[src/rtl/d_mult_pipe_if.sv]
// Handshake bundle for d_mult_pipe: operand input side and product output side.
// Latency: none (wires only).
// Backpressure: carried by in_ready (to producer) and out_ready (from consumer).
// Ports: a, b, in_tag, in_valid, in_ready (input side); product, out_tag, out_valid,
//        out_ready (output side); occupancy, range_err (status).
interface d_mult_pipe_if #(
    parameter int TAG_W = 8
);
    logic [22:0]      a;
    logic [22:0]      b;
    logic [TAG_W-1:0] in_tag;
    logic             in_valid;
    logic             in_ready;
    logic [47:0]      product;
    logic [TAG_W-1:0] out_tag;
    logic             out_valid;
    logic             out_ready;
    logic [1:0]       occupancy;
    logic             range_err;

    // Multiplier side.
    modport slave (
        input  a, b, in_tag, in_valid, out_ready,
        output in_ready, product, out_tag, out_valid, occupancy, range_err
    );

    // Producer/consumer side.
    modport master (
        output a, b, in_tag, in_valid, out_ready,
        input  in_ready, product, out_tag, out_valid, occupancy, range_err
    );
endinterface

[src/rtl/d_mult_pipe.sv]
// 23x23 pipelined multiplier with tag sideband and sticky operand range check (>= Q).
// Latency: 3 edges from transfer-in to out_valid; one pair per cycle with out_ready high.
// Backpressure: out_valid & ~out_ready freezes every stage; in_ready drops combinationally.
// Ports: clk, rst (sync, active-high); bus (slave): a/b/in_tag/in_valid/in_ready in,
//        product/out_tag/out_valid/out_ready out, occupancy and range_err status.
module d_mult_pipe #(
    parameter int TAG_W = 8,
    parameter int Q     = 8380417
) (
    input  logic            clk,
    input  logic            rst,
    d_mult_pipe_if.slave    bus
);

    localparam logic [22:0] Q_L = 23'(Q);

    // Stage 1: raw operands.
    logic [22:0]      s1_a_q, s1_a_d;
    logic [22:0]      s1_b_q, s1_b_d;
    logic [TAG_W-1:0] s1_tag_q, s1_tag_d;
    logic             s1_vld_q, s1_vld_d;

    // Stage 2: four partial products of the 12/11-bit operand halves.
    logic [23:0]      s2_ll_q, s2_ll_d;
    logic [22:0]      s2_lh_q, s2_lh_d;
    logic [22:0]      s2_hl_q, s2_hl_d;
    logic [21:0]      s2_hh_q, s2_hh_d;
    logic [TAG_W-1:0] s2_tag_q, s2_tag_d;
    logic             s2_vld_q, s2_vld_d;

    // Stage 3: recombined product, drives the output.
    logic [47:0]      s3_prod_q, s3_prod_d;
    logic [TAG_W-1:0] s3_tag_q, s3_tag_d;
    logic             s3_vld_q, s3_vld_d;

    logic [1:0]       occ_q, occ_d;
    logic             rerr_q, rerr_d;

    logic             en;
    logic             xfer_in;
    logic             xfer_out;
    logic             oor;

    // Single advance enable for the whole pipe: bubbles are never collapsed.
    assign en       = ~s3_vld_q | bus.out_ready;
    assign xfer_in  = bus.in_valid & en;
    assign xfer_out = s3_vld_q & bus.out_ready;
    assign oor      = (bus.a >= Q_L) | (bus.b >= Q_L);

    always_comb begin
        s1_a_d    = s1_a_q;
        s1_b_d    = s1_b_q;
        s1_tag_d  = s1_tag_q;
        s1_vld_d  = s1_vld_q;
        s2_ll_d   = s2_ll_q;
        s2_lh_d   = s2_lh_q;
        s2_hl_d   = s2_hl_q;
        s2_hh_d   = s2_hh_q;
        s2_tag_d  = s2_tag_q;
        s2_vld_d  = s2_vld_q;
        s3_prod_d = s3_prod_q;
        s3_tag_d  = s3_tag_q;
        s3_vld_d  = s3_vld_q;

        if (en) begin
            s1_a_d    = bus.a;
            s1_b_d    = bus.b;
            s1_tag_d  = bus.in_tag;
            s1_vld_d  = xfer_in;

            s2_ll_d   = 24'(s1_a_q[11:0])  * 24'(s1_b_q[11:0]);
            s2_lh_d   = 23'(s1_a_q[11:0])  * 23'(s1_b_q[22:12]);
            s2_hl_d   = 23'(s1_a_q[22:12]) * 23'(s1_b_q[11:0]);
            s2_hh_d   = 22'(s1_a_q[22:12]) * 22'(s1_b_q[22:12]);
            s2_tag_d  = s1_tag_q;
            s2_vld_d  = s1_vld_q;

            // Cross terms are summed at full width before the shift so the carry is kept.
            s3_prod_d = (48'(s2_hh_q) << 24)
                      + ((48'(s2_lh_q) + 48'(s2_hl_q)) << 12)
                      + 48'(s2_ll_q);
            s3_tag_d  = s2_tag_q;
            s3_vld_d  = s2_vld_q;
        end
    end

    // Occupancy tracks transfers rather than a popcount; both agree because a stage
    // can only gain an entry via transfer-in and lose one via transfer-out.
    always_comb begin
        occ_d = occ_q;
        if (xfer_in & ~xfer_out) begin
            occ_d = occ_q + 2'd1;
        end else if (~xfer_in & xfer_out) begin
            occ_d = occ_q - 2'd1;
        end
    end

    assign rerr_d = rerr_q | (xfer_in & oor);

    always_ff @(posedge clk) begin
        if (rst) begin
            s1_a_q    <= '0;
            s1_b_q    <= '0;
            s1_tag_q  <= '0;
            s1_vld_q  <= 1'b0;
            s2_ll_q   <= '0;
            s2_lh_q   <= '0;
            s2_hl_q   <= '0;
            s2_hh_q   <= '0;
            s2_tag_q  <= '0;
            s2_vld_q  <= 1'b0;
            s3_prod_q <= '0;
            s3_tag_q  <= '0;
            s3_vld_q  <= 1'b0;
            occ_q     <= 2'd0;
            rerr_q    <= 1'b0;
        end else begin
            s1_a_q    <= s1_a_d;
            s1_b_q    <= s1_b_d;
            s1_tag_q  <= s1_tag_d;
            s1_vld_q  <= s1_vld_d;
            s2_ll_q   <= s2_ll_d;
            s2_lh_q   <= s2_lh_d;
            s2_hl_q   <= s2_hl_d;
            s2_hh_q   <= s2_hh_d;
            s2_tag_q  <= s2_tag_d;
            s2_vld_q  <= s2_vld_d;
            s3_prod_q <= s3_prod_d;
            s3_tag_q  <= s3_tag_d;
            s3_vld_q  <= s3_vld_d;
            occ_q     <= occ_d;
            rerr_q    <= rerr_d;
        end
    end

    assign bus.in_ready  = en;
    assign bus.out_valid = s3_vld_q;
    // Stale data in an empty output stage is never exposed.
    assign bus.product   = s3_vld_q ? s3_prod_q : 48'd0;
    assign bus.out_tag   = s3_vld_q ? s3_tag_q : '0;
    assign bus.occupancy = occ_q;
    assign bus.range_err = rerr_q;

endmodule

[src/flat_wrapper.sv]
// flat-port wrapper written by rule: the top's interface ports become plain ports
module d_mult_pipe_flat 
#(
    parameter int TAG_W = 8,
    parameter int Q     = 8380417
)
  (clk, rst, bus_a, bus_b, bus_in_tag, bus_in_valid, bus_out_ready, bus_in_ready, bus_product, bus_out_tag, bus_out_valid, bus_occupancy, bus_range_err);
  d_mult_pipe_if #(.TAG_W(TAG_W)) bus_i ();
  input  logic clk;
  input  logic rst;
  input wire logic [$bits(bus_i.a)-1:0] bus_a;
  input wire logic [$bits(bus_i.b)-1:0] bus_b;
  input wire logic [$bits(bus_i.in_tag)-1:0] bus_in_tag;
  input wire logic [$bits(bus_i.in_valid)-1:0] bus_in_valid;
  input wire logic [$bits(bus_i.out_ready)-1:0] bus_out_ready;
  output wire logic [$bits(bus_i.in_ready)-1:0] bus_in_ready;
  output wire logic [$bits(bus_i.product)-1:0] bus_product;
  output wire logic [$bits(bus_i.out_tag)-1:0] bus_out_tag;
  output wire logic [$bits(bus_i.out_valid)-1:0] bus_out_valid;
  output wire logic [$bits(bus_i.occupancy)-1:0] bus_occupancy;
  output wire logic [$bits(bus_i.range_err)-1:0] bus_range_err;
  assign bus_i.a = bus_a;
  assign bus_i.b = bus_b;
  assign bus_i.in_tag = bus_in_tag;
  assign bus_i.in_valid = bus_in_valid;
  assign bus_i.out_ready = bus_out_ready;
  assign bus_in_ready = bus_i.in_ready;
  assign bus_product = bus_i.product;
  assign bus_out_tag = bus_i.out_tag;
  assign bus_out_valid = bus_i.out_valid;
  assign bus_occupancy = bus_i.occupancy;
  assign bus_range_err = bus_i.range_err;
  d_mult_pipe #(.TAG_W(TAG_W), .Q(Q)) u_core (.clk(clk), .rst(rst), .bus(bus_i));
endmodule
[config.mk]
export PLATFORM = sky130hd
export DESIGN_NAME = d_mult_pipe_flat
export DESIGN_NICKNAME = d
export VERILOG_FILES = /design/src/rtl/d_mult_pipe_if.sv /design/src/rtl/d_mult_pipe.sv /design/src/flat_wrapper.sv
export SDC_FILE = /design/constraint.sdc
export NUM_CORES = 2
export LEC_CHECK = 0
export BUFFER_PORTS_ARGS = -buffer_cell sky130_fd_sc_hd__buf_2
export CAP_MARGIN = 5
export CORE_UTILIZATION = 55
export DETAILED_ROUTE_END_ITERATION = 7
export PLACE_DENSITY = 0.77
export SETUP_SLACK_MARGIN = 0.4
export SLEW_MARGIN = 10
export SYNTH_ARGS = -nofsm -noshare
export SYNTH_HDL_FRONTEND = slang
export SYNTH_SLANG_ARGS = --single-unit
export TNS_END_PERCENT = 30
[constraint.sdc]
create_clock -name clk -period 5.9 [get_ports clk]
set_input_delay 1.18 -clock clk [delete_from_list [all_inputs] [get_ports clk]]
set_output_delay 1.18 -clock clk [all_outputs]
set_load 0.05 [all_outputs]
* Yosys cells after proc, flatten, opt, wreduce, memory -nomap -nowiden *
Cells that the tools add are included.

operators by class
  $lt $le $gt $ge = 2
  muxes and demuxes = 4
  multiply operators = 4
  bitwise logic cells = 11
  add/subtract/negate cells = 5
  reduce and logical (&&, ||, !) cells = 1

operators by type and width
  kind                                               count
  adder 46 x 48 -> 48 bit                            1
  adder 48 x 24 -> 48 bit                            1
  two-way mux 48 bit                                 1
  >= comparator 23 bit (second input constant)       2
  adder 23 x 23 -> 24 bit                            1
  multiplier 12 x 12 -> 24 bit                       1
  multiplier 11 x 12 -> 23 bit                       1
  multiplier 12 x 11 -> 23 bit                       1
  multiplier 11 x 11 -> 22 bit                       1
  two-way mux 8 bit                                  1
  bitwise AND 1 bit                                  5
  two-way mux 2 bit                                  2
  inverter 1 bit                                     3
  bitwise OR 1 bit                                   3
  adder 2 x 1 -> 2 bit (second input constant)       1
  nonzero test 2 bit                                 1
  subtractor 2 x 1 -> 2 bit (second input constant)  1

word-level totals
  output and inout port bits = 61
  word-level logic and storage cells = 42
  input bits = 58
  register bits = 216

* Logic depth before layout (Yosys ltp) *
  word-level depth = 7
  gate-level depth with buffers = 21
  depth with buffers taken out = 20

* Least setup slack after synthesis *
No wires, ideal clock.

  kind = register to register
  start point = register u_core.s1_b_q[14]
  end point = register u_core.s2_lh_q[21]
  library setup time = 0.127 ns
  buffers on the path = 1
  path slack = 0.617 ns
  data arrival time = 5.156 ns
  cell stages (with the launch flop) = 19
  path through = dfxtp_1 clkbuf_1 nand2_1 fa_1 inv_1 fa_1 fa_1 fa_1 inv_1 fa_1 inv_1 ha_1 a211o_1 o32a_1 a31oi_2 a21o_1 a21oi_1 and4b_1 or3_1

on the way
  cells in the longest elaborated chain, start to end = 1

ends and longest elaborated chain
  element                       line                RTL
  start, declared               d_mult_pipe.sv:19   logic [22:0] s1_b_q, s1_b_d;
  start signal, assigned        d_mult_pipe.sv:103  s1_b_q <= '0;
  start signal, assigned        d_mult_pipe.sv:119  s1_b_q <= s1_b_d;
  multiplier 12 x 11 -> 23 bit  d_mult_pipe.sv:72   s2_lh_d = 23'(s1_a_q[11:0]) * 23'(s1_b_q[22:12]);
  end signal, assigned          d_mult_pipe.sv:123  s2_lh_q <= s2_lh_d;
  end, declared                 d_mult_pipe.sv:25   logic [22:0] s2_lh_q, s2_lh_d;

No other way between the ends.
A chain may end at the register's enable or synchronous reset.

* Final worst setup path *
  start point = register u_core.s1_b_q[20]
  end point = register u_core.s2_lh_q[21]

The elaborated chain is that of the path after synthesis.

==> reports/summary.txt <==
Status: finished clean
Dpl hpwl: 54.1 mm
Worst slew pin tran: 990 ps
VDD IR max: 0.000217 V
Routed len/inst: 17.1 um
DRT Pass-1 Iters: 5
Ys async rst share: 0
Vias in the first global route: 22111
WP buf/inv: 5
Via density: 5.44
Fin nets: 4138
Hold crit path type: reg -> reg
Die X: 225 um
Slowest CP cell: fa_1
Switching share of power: 0.385
Row count: 81
Detailed Route WL: 70.1 mm
Cells on worst reg2reg path: 20
Final setup viols: 0
Ys flop type: dfxtp_1
DRC viols: 0
Max Buffers Root-to-Sink: 3
N_diodes: 0
Critical Path Start Type: flip-flop
Yosys cell types: 73
CTS sink cnt: 215
Total CTS buffers: 26
Layout cells sized above 1: 0.0986
Worst path required time: 6360 ps
Hold Path Stages: 2
GRT overflow: 0
RSZ-0062 raised after global routing: true
P_sw: 2.36 mW
Initial antenna violation count: 3
Initial detailed-routing violation count: 1647
Post-synth EDFFs: 0
Static leakage: 15.3 nW
Initial Util: 0.559
Hold buffer count at CTS: 0
CP endpoint kind: flip-flop
Global-route wire length before repair: 113 mm
Leading area contributor after synthesis: fa_1
Routed Antenna Nets: 0
Crit share post-route: 0.903
Max-Cap Viols: 0
Largest net degree at the start of global routing: 168
Synth-to-Final Area Change: 10.4%
Setup Skew: 23.8 ps
Chip height: 225 um
Highest achievable clock rate: 188 MHz
Fin Hold WS: 442 ps
Seq pwr share: 0.300
Core area: 49100 um^2
Comb pwr share: 0.409
Min Tclk post-route: 5330 ps
R2R setup slack: 570 ps
Sequential area share after synthesis: 0.157
Syn_area_per_cell: 8.19 um^2
Cell depth of the worst setup path: 20
Final Hold Viols: 0
Ys Warns: 0
Internal cell power: 3.76 mW
Fin. max-slew vios: 0
Relative slew slack: 0.333
Clock slew at reported path FFs: 60 ps
Htree depth: 1
Largest stage delay, worst path: 530 ps
Setup TNS after final layout: 0 ps
Crit path kind: reg -> reg
Mapped Cells: 3352
Clk_lat worst skew: 580 ps
Synth top area share: 0.263
GRT Resource Usage Total: 0.280
CTS tree: built
Via count: 22382
Critical path peak fanout: 10
Top delay family on crit path: adder cells
Top cells by area, synth: fa_1 26%, dfxtp_1 16%, ha_1 13%, nand2_1 8.6%, and2_1 7.1%
Die Area: 50800 um^2
Mapped Area: 27400 um^2
Root buf cell: clkbuf_16
CP arrival: 5780 ps
Mapped Nets: 4062
I/O pins: 119
FF+latch count, synth: 215
Placer Congestion: 0.937
Number of buffer cells added on primary ports: 117
Pwr per Cell Area: 202 nW/um^2
CP cell instances: buf_4, and2_1, fa_1, inv_1, fa_1, inv_1, fa_1, inv_1, fa_1, inv_1, ha_1, ha_1, a21oi_1, o21ai_0, a21o_1, a31oi_4, a21o_1, a21oi_1, and4b_1, or3_1
Clk pwr share: 0.291
## tightest hold or removal path: stages (launching register included)
cell     delay [ps]
dfxtp_1         310
nand2_1          50
o21ai_1          50
## path summary, 6_finish.rpt
| kind | start | to |
|---|---|---|
| worst max-delay path | u_core.s1_b_q[20] | u_core.s2_lh_q[21] |
| worst min register to register | u_core.s3_prod_q[37] | u_core.s3_prod_q[37] |
| worst max register to register | u_core.s1_b_q[20] | u_core.s2_lh_q[21] |
| worst min-delay path | u_core.s3_prod_q[37] | u_core.s3_prod_q[37] |
## placed cells by master (no fill, tap or decap), types with 6 or more instances in the layout
master and n:
nand2_1 629, inv_1 482, fa_1 359, and2_1 311
ha_1 287, a21oi_1 231, dfxtp_1 178, buf_2 116
nor2_1 104, buf_4 89, o21ai_0 69, xnor2_1 60
a21o_1 44, xor2_1 40, nand3_1 33, o21a_1 30
a211oi_1 30, clkbuf_16 27, o21ai_1 26, nor3_1 25
nor2b_1 22, dfxtp_2 21, dfxtp_4 16, a31oi_1 14
nand2b_1 11, nand4_1 11, nor4_1 10, and3_1 8
o21bai_1 7, a22o_1 7, or3_1 7, buf_12 6
## layer usage
layer	global-route usage	vias up	part of all wire
met5	0	-	0.00074
li1	-	10764	-
met1	0.385	10704	0.44
met2	0.446	780	0.45
met4	0.0726	6	0.027
met3	0.0595	128	0.083
## layout make-up
| cell class | count | area [um^2] |
|---|---|---|
| Timing Repair Buffer | 218 | 1470 |
| Tap cell | 664 | 831 |
| Clock buffer | 35 | 734 |
| Sequential cell | 215 | 4390 |
| Fill cell | 4300 | 18800 |
| Inverter | 483 | 1820 |
| Clock inverter | 12 | 199 |
| Multi-Input combinational cell | 2484 | 20900 |
## cell families (layout without fill, tap and decap cells)
kind of cell / Yosys count / after routing / synth area share
AND/OR/NAND/NOR: 1190 / 1190 / 0.202
buffers and inverters: 653 / 748 / 0.0895
adder cells (fa/ha/maj): 652 / 652 / 0.396
AO/OA/AOI/OAI: 535 / 535 / 0.121
flip-flops: 215 / 215 / 0.157
XOR/XNOR: 102 / 102 / 0.0326
multiplexers: 4 / 4 / 0.00146
other: 1 / 1 / 0.000137
## repair_timing
| action | CTS | global route |
|---|---|---|
| setup buffers | 0 | 5 |
| cloned | 0 | 1 |
| pin swaps | 0 | 16 |
| resized for setup | 23 | 65 |
| endpoints found under the setup margin | 18 | 33 |
## state kept, by name, summed over array words and instances (netlist names), 22 cells and up
register	cells
u_core.s2_ll_q	24
u_core.s1_b_q	23
u_core.s1_a_q	23
u_core.s2_hl_q	23
u_core.s2_lh_q	23
u_core.s2_hh_q	22
u_core.s3_prod_q	47
## stage by stage
step                      power [mW]   util  cells  instance area [um^2]  setup slack, ps
after floorplan                 3.60      -   3352                 27400              617
after global placement          4.21  0.591   4058                 29000              263
after detailed placement        4.26  0.591   4058                 29000              181
after CTS                       6.07  0.611   4105                 30000              320
after global routing            6.55  0.617   4111                 30300              314
final                           6.11  0.617   4111                 30300              574
## power by group through the flow
stage | logic, mW | clock network [mW] | registers [mW]
final | 2.50 | 1.78 | 1.83
after detailed placement | 2.40 | 0 | 1.86
after CTS | 2.43 | 1.81 | 1.83
after floorplan | 1.83 | 0 | 1.77
after global placement | 2.36 | 0 | 1.85
after global routing | 2.83 | 1.86 | 1.86
## cells in the mapped netlist (23+ instances only)
cell	count
a211oi_1	31
a21o_1	44
a21oi_1	232
and2_1	311
clkbuf_1	164
dfxtp_1	215
fa_1	360
ha_1	292
inv_1	483
nand2_1	630
nand3_1	33
nor2_1	106
nor2b_1	23
nor3_1	26
o21a_1	30
o21ai_0	72
o21ai_1	25
xnor2_1	62
xor2_1	40
No activity file was read; power rests on OpenSTA's default activity.
